--- config.mk ---
export PLATFORM = sky130hd
export DESIGN_NAME = bidir_delay_switch
export DESIGN_NICKNAME = d
export VERILOG_FILES = /design/src/rtl/bidir_sw_pkg.sv /design/src/rtl/sw_delay_line.sv /design/src/rtl/bidir_delay_switch.sv
export SDC_FILE = /design/constraint.sdc
export NUM_CORES = 1
export LEC_CHECK = 0
export CELL_PAD_IN_SITES_DETAIL_PLACEMENT = 0
export CELL_PAD_IN_SITES_GLOBAL_PLACEMENT = 1
export CORE_AREA = 2 2 114 116
export DETAILED_ROUTE_END_ITERATION = 7
export DIE_AREA = 0 0 116 118
export HOLD_SLACK_MARGIN = 0.06
export PLACE_DENSITY = 0.8
export REMOVE_ABC_BUFFERS = 1
export SYNTH_ARGS = -nofsm -noshare
export SYNTH_HDL_FRONTEND = slang
export SYNTH_SLANG_ARGS = --single-unit
--- constraint.sdc ---
create_clock -name clk -period 9.2 [get_ports clk]
set_input_delay 0.92 -clock clk [delete_from_list [all_inputs] [get_ports clk]]
set_output_delay 0.92 -clock clk [all_outputs]
set_load 0.1 [all_outputs]
--- src/rtl/bidir_sw_pkg.sv ---
// rtl/bidir_sw_pkg.sv - shared types, constants and delay clamp for the bidirectional delay switch
//
// Purpose: state encoding, direction constants and the programmable-delay
// clamp used by bidir_delay_switch and its delay line.
// Ports: none (package).

package bidir_sw_pkg;

  typedef enum logic [2:0] {
    ST_OFF,
    ST_FWD_AC,
    ST_FWD_CA,
    ST_DRAIN,
    ST_TURN
  } sw_state_t;

  localparam logic DIR_AC = 1'b0;
  localparam logic DIR_CA = 1'b1;

  // A delay of 0 behaves as 1; anything beyond the line depth saturates.
  function automatic int clamp_dly(input int d, input int max_dly);
    if (d < 1) begin
      return 1;
    end else if (d > max_dly) begin
      return max_dly;
    end else begin
      return d;
    end
  endfunction

endpackage

--- src/rtl/sw_delay_line.sv ---
// rtl/sw_delay_line.sv - shift register of {valid, data} stages with a selectable tap
//
// Purpose: fixed-depth delay line shared by both switch directions.
// Ports:
//   clk, rst_n          clock, asynchronous active-low reset
//   flush               clear valid of every stage past the input stage
//   in_valid, in_data   sample entering stage 0 on every rising edge
//   tap                 stage index presented on tap_valid/tap_data
//   tap_valid, tap_data selected stage contents
//   any_valid           some stage at or below the tap still holds a sample

module sw_delay_line #(
  parameter int WIDTH = 8,
  parameter int DEPTH = 16,
  parameter int TW    = 4
) (
  input  logic             clk,
  input  logic             rst_n,
  input  logic             flush,
  input  logic             in_valid,
  input  logic [WIDTH-1:0] in_data,
  input  logic [TW-1:0]    tap,
  output logic             tap_valid,
  output logic [WIDTH-1:0] tap_data,
  output logic             any_valid
);

  logic [DEPTH-1:0] valid_q;
  logic [WIDTH-1:0] data_q [DEPTH];

  // Stage 0 always takes the input, so a flush on the same edge as a new
  // sample still admits that sample while discarding everything older.
  always_ff @(posedge clk or negedge rst_n) begin
    if (!rst_n) begin
      valid_q <= '0;
      for (int i = 0; i < DEPTH; i++) begin
        data_q[i] <= '0;
      end
    end else begin
      valid_q[0] <= in_valid;
      data_q[0]  <= in_data;
      for (int i = 1; i < DEPTH; i++) begin
        valid_q[i] <= flush ? 1'b0 : valid_q[i-1];
        data_q[i]  <= data_q[i-1];
      end
    end
  end

  assign tap_valid = valid_q[tap];
  assign tap_data  = data_q[tap];

  // Stages beyond the tap never reach an output, so they do not hold off drain.
  always_comb begin
    any_valid = 1'b0;
    for (int i = 0; i < DEPTH; i++) begin
      if (valid_q[i] && (i <= int'(tap))) begin
        any_valid = 1'b1;
      end
    end
  end

endmodule

--- src/rtl/bidir_delay_switch.sv ---
// rtl/bidir_delay_switch.sv - clocked bidirectional switch with programmable delay and turnaround
//
// Purpose: connects ports A and C through one shared delay line, with
// run-time direction, drain/turnaround sequencing and contention detection.
// Ports:
//   clk, rst_n        clock, asynchronous active-low reset
//   en, dir, dly      enable, requested direction (0 A->C, 1 C->A), delay
//   a_i/a_o/a_oe      A-side pad input, drive value, drive enable
//   c_i/c_o/c_oe      C-side pad input, drive value, drive enable
//   busy              high while draining or turning around
//   contention        sticky flag: driven pad reads back a different value

module bidir_delay_switch
  import bidir_sw_pkg::*;
#(
  parameter int WIDTH    = 8,
  parameter int MAX_DLY  = 16,
  parameter int TURN_GAP = 2
) (
  input  logic                         clk,
  input  logic                         rst_n,
  input  logic                         en,
  input  logic                         dir,
  input  logic [$clog2(MAX_DLY+1)-1:0] dly,
  input  logic [WIDTH-1:0]             a_i,
  output logic [WIDTH-1:0]             a_o,
  output logic                         a_oe,
  input  logic [WIDTH-1:0]             c_i,
  output logic [WIDTH-1:0]             c_o,
  output logic                         c_oe,
  output logic                         busy,
  output logic                         contention
);

  localparam int DW = $clog2(MAX_DLY + 1);
  localparam int TW = (MAX_DLY > 1) ? $clog2(MAX_DLY) : 1;
  localparam int CW = (TURN_GAP > 1) ? $clog2(TURN_GAP) : 1;

  sw_state_t        state;
  logic             dir_q;
  logic [DW-1:0]    dly_q;
  logic [CW-1:0]    turn_cnt;

  logic             exit_req;
  logic             turn_done;
  logic             accept;
  logic             flush;
  logic             sel_dir;
  logic [WIDTH-1:0] src;
  logic [TW-1:0]    tap;
  logic             tap_valid;
  logic [WIDTH-1:0] tap_data;
  logic             any_valid;
  logic             route_a;
  logic             route_c;
  logic             cont_now;
  logic [DW-1:0]    dly_eff;
  sw_state_t        fwd_of_dir;

  assign exit_req   = !en || (dir != dir_q);
  assign turn_done  = (turn_cnt == '0);
  assign tap        = TW'(dly_q - DW'(1));
  assign dly_eff    = DW'(clamp_dly(32'(dly), MAX_DLY));
  assign fwd_of_dir = (dir == DIR_AC) ? ST_FWD_AC : ST_FWD_CA;

  // Outputs keep following the tap through DRAIN in the old direction.
  assign route_c = (state == ST_FWD_AC) || ((state == ST_DRAIN) && (dir_q == DIR_AC));
  assign route_a = (state == ST_FWD_CA) || ((state == ST_DRAIN) && (dir_q == DIR_CA));

  // Only a pad that has been driven for a full cycle is checked for readback.
  assign cont_now = (a_oe && (a_i != a_o)) || (c_oe && (c_i != c_o));

  // The edge that leaves OFF/TURN already captures the first sample of the new
  // direction, which makes the first oe rise exactly dly_eff edges later.
  always_comb begin
    sel_dir = dir_q;
    accept  = 1'b0;
    flush   = 1'b0;
    case (state)
      ST_OFF: begin
        flush   = 1'b1;
        sel_dir = dir;
        accept  = en;
      end
      ST_FWD_AC, ST_FWD_CA: begin
        accept = !exit_req;
      end
      ST_TURN: begin
        flush   = 1'b1;
        sel_dir = dir;
        accept  = en && turn_done;
      end
      default: begin
        accept = 1'b0;
      end
    endcase
    src = (sel_dir == DIR_AC) ? a_i : c_i;
  end

  sw_delay_line #(
    .WIDTH (WIDTH),
    .DEPTH (MAX_DLY),
    .TW    (TW)
  ) u_line (
    .clk       (clk),
    .rst_n     (rst_n),
    .flush     (flush),
    .in_valid  (accept),
    .in_data   (src),
    .tap       (tap),
    .tap_valid (tap_valid),
    .tap_data  (tap_data),
    .any_valid (any_valid)
  );

  always_ff @(posedge clk or negedge rst_n) begin
    if (!rst_n) begin
      state      <= ST_OFF;
      dir_q      <= DIR_AC;
      dly_q      <= DW'(1);
      turn_cnt   <= '0;
      a_o        <= '0;
      a_oe       <= 1'b0;
      c_o        <= '0;
      c_oe       <= 1'b0;
      busy       <= 1'b0;
      contention <= 1'b0;
    end else begin
      a_oe       <= route_a && tap_valid;
      a_o        <= (route_a && tap_valid) ? tap_data : '0;
      c_oe       <= route_c && tap_valid;
      c_o        <= (route_c && tap_valid) ? tap_data : '0;
      contention <= contention || cont_now;
      case (state)
        ST_OFF: begin
          if (en) begin
            dir_q <= dir;
            dly_q <= dly_eff;
            state <= fwd_of_dir;
          end
        end
        ST_FWD_AC, ST_FWD_CA: begin
          if (exit_req) begin
            state <= ST_DRAIN;
            busy  <= 1'b1;
          end
        end
        ST_DRAIN: begin
          if (!any_valid) begin
            state      <= ST_TURN;
            turn_cnt   <= CW'(TURN_GAP - 1);
            contention <= 1'b0;
          end
        end
        ST_TURN: begin
          if (turn_done) begin
            busy <= 1'b0;
            if (en) begin
              dir_q <= dir;
              dly_q <= dly_eff;
              state <= fwd_of_dir;
            end else begin
              state <= ST_OFF;
            end
          end else begin
            turn_cnt <= turn_cnt - CW'(1);
          end
        end
        default: begin
          state <= ST_OFF;
        end
      endcase
    end
  end

endmodule

Word-level counts from Yosys, hierarchy flattened
Index checks and enable logic that the tools add are counted.
W data, S select, Z words.
{"block": "op_classes", "n_eq_ne": 11, "addsub": 2, "reduce_logical": 39, "bitwise": 3, "magnitude_cmp": 19, "mux": 65}
{"cell": "$mux W1", "count": 42}
{"cell": "$mux W8", "count": 5}
{"cell": "$bmux W8 S4", "count": 1}
{"cell": "$le A4 B4 Y1 const A", "count": 8}
{"cell": "$logic_and A1 B1 Y1", "count": 22}
{"cell": "$mux W5", "count": 4}
{"cell": "$le A3 B4 Y1 const A", "count": 4}
{"cell": "$ne A8 B8 Y1", "count": 2}
{"cell": "$mux W3", "count": 4}
{"cell": "$pmux W3 S4", "count": 1}
{"cell": "$pmux W5 S2", "count": 1}
{"cell": "$le A2 B4 Y1 const A", "count": 2}
{"cell": "$ne A2 B2 Y1 const B", "count": 4}
{"cell": "$eq A3 B2 Y1 const B", "count": 2}
{"cell": "$pmux W1 S2", "count": 3}
{"cell": "$reduce_bool A2 Y1", "count": 3}
{"cell": "$ge A5 B5 Y1 const B", "count": 1}
{"cell": "$gt A5 B5 Y1 const B", "count": 1}
{"cell": "$logic_or A1 B1 Y1", "count": 5}
{"cell": "$lt A4 B5 Y1 const B", "count": 1}
{"cell": "$lt A5 B1 Y1 const B", "count": 1}
{"cell": "$not A4 Y5", "count": 1}
{"cell": "$bmux W1 S4", "count": 1}
{"cell": "$le A1 B4 Y1 const A", "count": 1}
{"cell": "14 further kinds", "count": 19}
{"block": "word_totals", "reg_bits": 174, "input_bits": 25, "word_cells": 166}

Depth between registers and ports, before layout
{"block": "depth", "depth_word": 20, "depth_mapped": 12, "depth_no_buf": 8}

Hierarchy
A second synthesis with hierarchy kept.
{"block": "unflattened", "hier_cells": 408, "area_unflattened_um2": 6490.0}
{"mod": "sw_delay_line", "cells_per_inst": 261, "area_per_inst_um2": 4964.8, "instances": 1}
{"mod": "bidir_delay_switch", "cells_per_inst": 147, "area_per_inst_um2": 1525.2, "instances": 1}

Worst setup path before layout
OpenSTA, ideal clock, no wires.
{"block": "synth_path", "path_type": "reg2reg", "start": "register dly_q[0]", "end": "register a_o[6]", "arrival_time_ns": 3.034, "period_less_slack_ns": 3.175, "stages_incl_launch_ff": 12, "path_slack_ns": 6.025, "n_path_buf": 5, "cell_sequence": "dfstp_2 > buf_4 > buf_2 > buf_2 > inv_1 > ha_1 > clkbuf_1 > clkbuf_1 > mux4_2 > mux2_2 > a21oi_1 > nor2_1"}
{"block": "synth_via", "elab_chain_cells": 6}
{"element": "start, declared", "line_no": "bidir_delay_switch.sv:41", "source": "logic [DW-1:0] dly_q;"}
{"element": "start signal, assigned", "line_no": "bidir_delay_switch.sv:138", "source": "dly_q <= dly_eff;"}
{"element": "start signal, assigned", "line_no": "bidir_delay_switch.sv:160", "source": "dly_q <= dly_eff;"}
{"element": "$sub A4 B1 Y4 *", "line_no": "bidir_delay_switch.sv:62", "source": "assign tap = TW'(dly_q - DW'(1));"}
{"element": "$not A4 Y5 (implied by the code)", "line_no": "sw_delay_line.sv:50", "source": "assign tap_data = data_q[tap];"}
{"element": "$bmux W8 S4", "line_no": "sw_delay_line.sv:50"}
{"element": "$mux W8 (implied by the code) (2 in series)", "line_no": "sw_delay_line.sv:50"}
{"element": "$mux W8 *", "line_no": "bidir_delay_switch.sv:130", "source": "a_o <= (route_a && tap_valid) ? tap_data : '0;"}
{"element": "end signal, assigned", "line_no": "bidir_delay_switch.sv:130"}
{"element": "end, declared", "line_no": "bidir_delay_switch.sv:26", "source": "output logic [WIDTH-1:0] a_o,"}
Every way passes the cells marked *; elsewhere a longest branch is shown, timed or not. The select of a mux whose other input is x is not followed.
A chain may end at the register's enable or synchronous reset.

Worst setup path after layout
{"block": "layout_path", "start": "register dly_q[0]", "end": "register state[0]"}
{"block": "layout_via", "elab_chain_cells": 20}
{"element": "$sub A4 B1 Y4 *", "line_no": "bidir_delay_switch.sv:62"}
{"element": "$le A1 B4 Y1", "line_no": "sw_delay_line.sv:56", "source": "if (valid_q[i] && (i <= int'(tap))) begin"}
{"element": "$logic_and A1 B1 Y1", "line_no": "sw_delay_line.sv:56"}
{"element": "$mux W1 (14 in series)", "line_no": "sw_delay_line.sv:56"}
{"element": "$mux W1 *", "line_no": "sw_delay_line.sv:56"}
{"element": "$ne A2 B2 Y1 (no line) *"}
{"element": "$reduce_and A4 Y1 (no line) *"}
{"element": "end signal, assigned", "line_no": "bidir_delay_switch.sv:139", "source": "state <= fwd_of_dir;"}
{"element": "end signal, assigned", "line_no": "bidir_delay_switch.sv:161", "source": "state <= fwd_of_dir;"}
{"element": "end, declared", "line_no": "bidir_delay_switch.sv:39", "source": "sw_state_t state;"}
Every way passes the cells marked *; elsewhere a longest branch is shown, timed or not.

==> out/qor.yml <==
status:
  status: "completed"
synthesis:
  synthMuxAreaShare_pct: 17.2
  ys_types: 46
  synth_top_cell_by_area: "dfrtp_1"
  syn-cell-area_mm2: 0.00651
  yosys.area_share.simple_pct: 6.71
  synth_top_area_share_pct: 66.1
  ys_ff_latch: 173
  synth-adder-area-share_pct: 0.384
  synth_edf_count: 0
  yosysSeqAreaShare_pct: 66.5
  synthMostInstantiatedCell: "dfrtp_1"
  yosys_warnings: 0
  synth_compound_area_share_pct: 4.46
  post_synth.cell_area_avg_um2: 15.7
  synthCells: 415
  synthTopCellsByCount: "172 x dfrtp_1, 35 x mux4_2, 33 x nor2_1, 18 x mux2_2, 17 x xnor2_1"
  async_flop_share_pct: 100
  synth.area.top_cells: "dfrtp_1 66%, mux4_2 12%, mux2_2 3.1%"
  synth_xor_area_share_pct: 3.09
  synth_ff_type: "dfrtp_1"
  synth_top_family_by_area: "multiplexers"
final_layout:
  multiInputGateArea_mm2: 0.00207
  antenna_cells: 0
  fill_cells: 953
  fin_nets: 494
  area_delta_synth_final_pct: 19.1
  drive_gt1_share_pct: 20.4
  seqCellArea_mm2: 0.00433
worst_setup_path:
  cp-end-kind: "register"
  worstSetupStartpointType: "register"
  criticalPathCategory: "register to register"
  crit_fanout: 28
  cp_data_arrival_time_ps: 3490
  required_ps: 9500
timing:
  whs_ps: 371
  rsz0062_at_grt: "no"
  finalMaxSlewViolations: 0
  tightest_slew_ps: 1150
  fin_tns_setup_ps: 0
  finalCritPeriodShare_pct: 34.7
  clock_skew_ps: 4.56
  min_period_ps: 3200
  finalHoldViolations: 0
  setup_violations: 0
  relSlewSlack_pct: 22.7
  final.setup.worst_slack_ps: 6000
  fmax_mhz: 313
cts:
  cts-root-buf: "clkbuf_16"
  cts-buffers-inserted: 17
  path_clk_slew_ps: 60
  tritoncts: "built"
  cts_resized: 0
  postCtsHoldBufs: 0
  clock_latency_ps: 420
  h-tree-depth: 4
  clockBufferDepth: 2
  cts_setup_buffers: 0
  cts.sinks: 173
route:
  postRouteAntennaNets: 0
  drcViolationCount: 0
  wl_um: 12200
  dr.pass1.iters: 4
  drtIter0Drc: 211
  viasPerCell: 5.49
  wl_per_cell_um: 18.8
  num_vias: 3577
global_routing:
  grt_pass1_wl_um: 20400
  gr-total-overflow: 0
  grt_usage_pct: 20.1
  grt_start_max_net_pins: 113
  grt_pass1_vias: 3840
  antenna_found_initial: 0
die:
  die_x_um: 116
  io_pins: 45
  core_area_mm2: 0.0124
  die_area_mm2: 0.0137
  row_count: 41
  die_y_um: 118
  initial_core_util_pct: 52.4
job:
  max_cap_violations: 0
place:
  preCtsSetupSlack_ps: 6030
  hpwlAfterDp_um: 7990
  place.gp.congestion: 0.887
  port_buffers: 44
power_and_ir_drop:
  p_per_area_mw_per_mm2: 387
  vdd_drop_max_mv: 0.211
  power.leakage_nw: 3.31
worst_hold_path:
  min_path_type: "register to register"
## sequential cells by signal, indices dropped and copies added, names as in the netlist
register and cells:
a_o 8, a_oe 1, busy 1, c_o 8
c_oe 1, contention 1, dir_q 1, dly_q 4
state 3, turn_cnt 1, u_line.data_q 128, u_line.valid_q 16
## report_power, final
group | internal, mW | switching [mW] | leakage (nW)
logic | 0.496 | 0.577 | 0.906
clock network | 0.457 | 0.289 | 0.306
registers | 1.01 | 0.165 | 2.09
total | 1.97 | 1.03 | 3.31
## cell type report
cell class	instances	share of cell area (%)
timing repair buffer	49	6.18
sequential	173	55.9
clock buffer	19	5.59
tap	172	2.78
multi-input combinational	217	26.7
clock inverter	13	2.42
inverter	9	0.436
## cells in the final DEF (no fill, tap or decap), drive strengths merged, types with 2 or more instances in the layout
cell type	netlist	final
clkinv	0	5
o21a	3	3
mux2	18	18
o221ai	2	2
dfrtp	172	172
nand2	13	13
nor3	3	3
a21oi	13	13
nand3	2	2
or2	2	2
bufinv	0	4
nor2b	16	16
ha	2	2
o31ai	3	3
mux2i	10	10
nor2	33	33
o21ai	13	13
xor2	2	2
buf	10	6
nand4	8	8
clkdlybuf4s50	0	43
xnor2	18	18
nand2b	4	4
mux4	36	36
clkbuf	6	19
inv	9	13
## per-stage QoR
stage	area (µm²)	std cells	total power, mW	utilization [%]
floorplan	6430	399	1.96	-
global placement	7130	620	2.24	57.4
detailed placement	7130	620	2.27	57.4
CTS	7750	652	3.03	62.4
global route	7750	652	3.18	62.4
finish	7750	652	3.00	62.4
## path summary, 6_finish.rpt
path                                    from                 to  slack, ps  cells past startpoint
max in group asynchronous              rst_n  u_line.data_q[79]       7190                      2
setup reg to reg                    dly_q[0]           state[0]       6000                      9
hold / removal             u_line.data_q[31]  u_line.data_q[23]        370                      0
hold reg to reg            u_line.data_q[31]  u_line.data_q[23]        370                      0
min in group asynchronous              rst_n   u_line.data_q[7]        620                      1
setup / recovery                    dly_q[0]           state[0]       6000                      9
## per-layer routing
layer | GRT usage (%) | wire (µm) | vias to the layer above
li1 | - | - | 1585
met1 | 27.6 | 5290 | 1882
met4 | 7.14 | 207 | 0
met2 | 30.7 | 6090 | 91
met3 | 5.92 | 643 | 19
met5 | 0 | 0 | -
## worst max-delay path, stage by stage (launching register included)
cell and delay, ps:
dfstp_2 530, inv_1 50, ha_1 620, buf_4 480, a21boi_0 160, o221ai_1 210
a32oi_1 130, nor4_2 430, a311oi_1 160, a311o_1 300
## cells by family after synthesis
group | after synthesis
muxes | 64
adders and majority gates | 2
and+or+nand+nor | 86
buffers and inverters | 25
xor gates and xnor gates | 20
DFF | 173
AOI/OAI and AO/OA | 45
(Power assumes the default switching activity.)
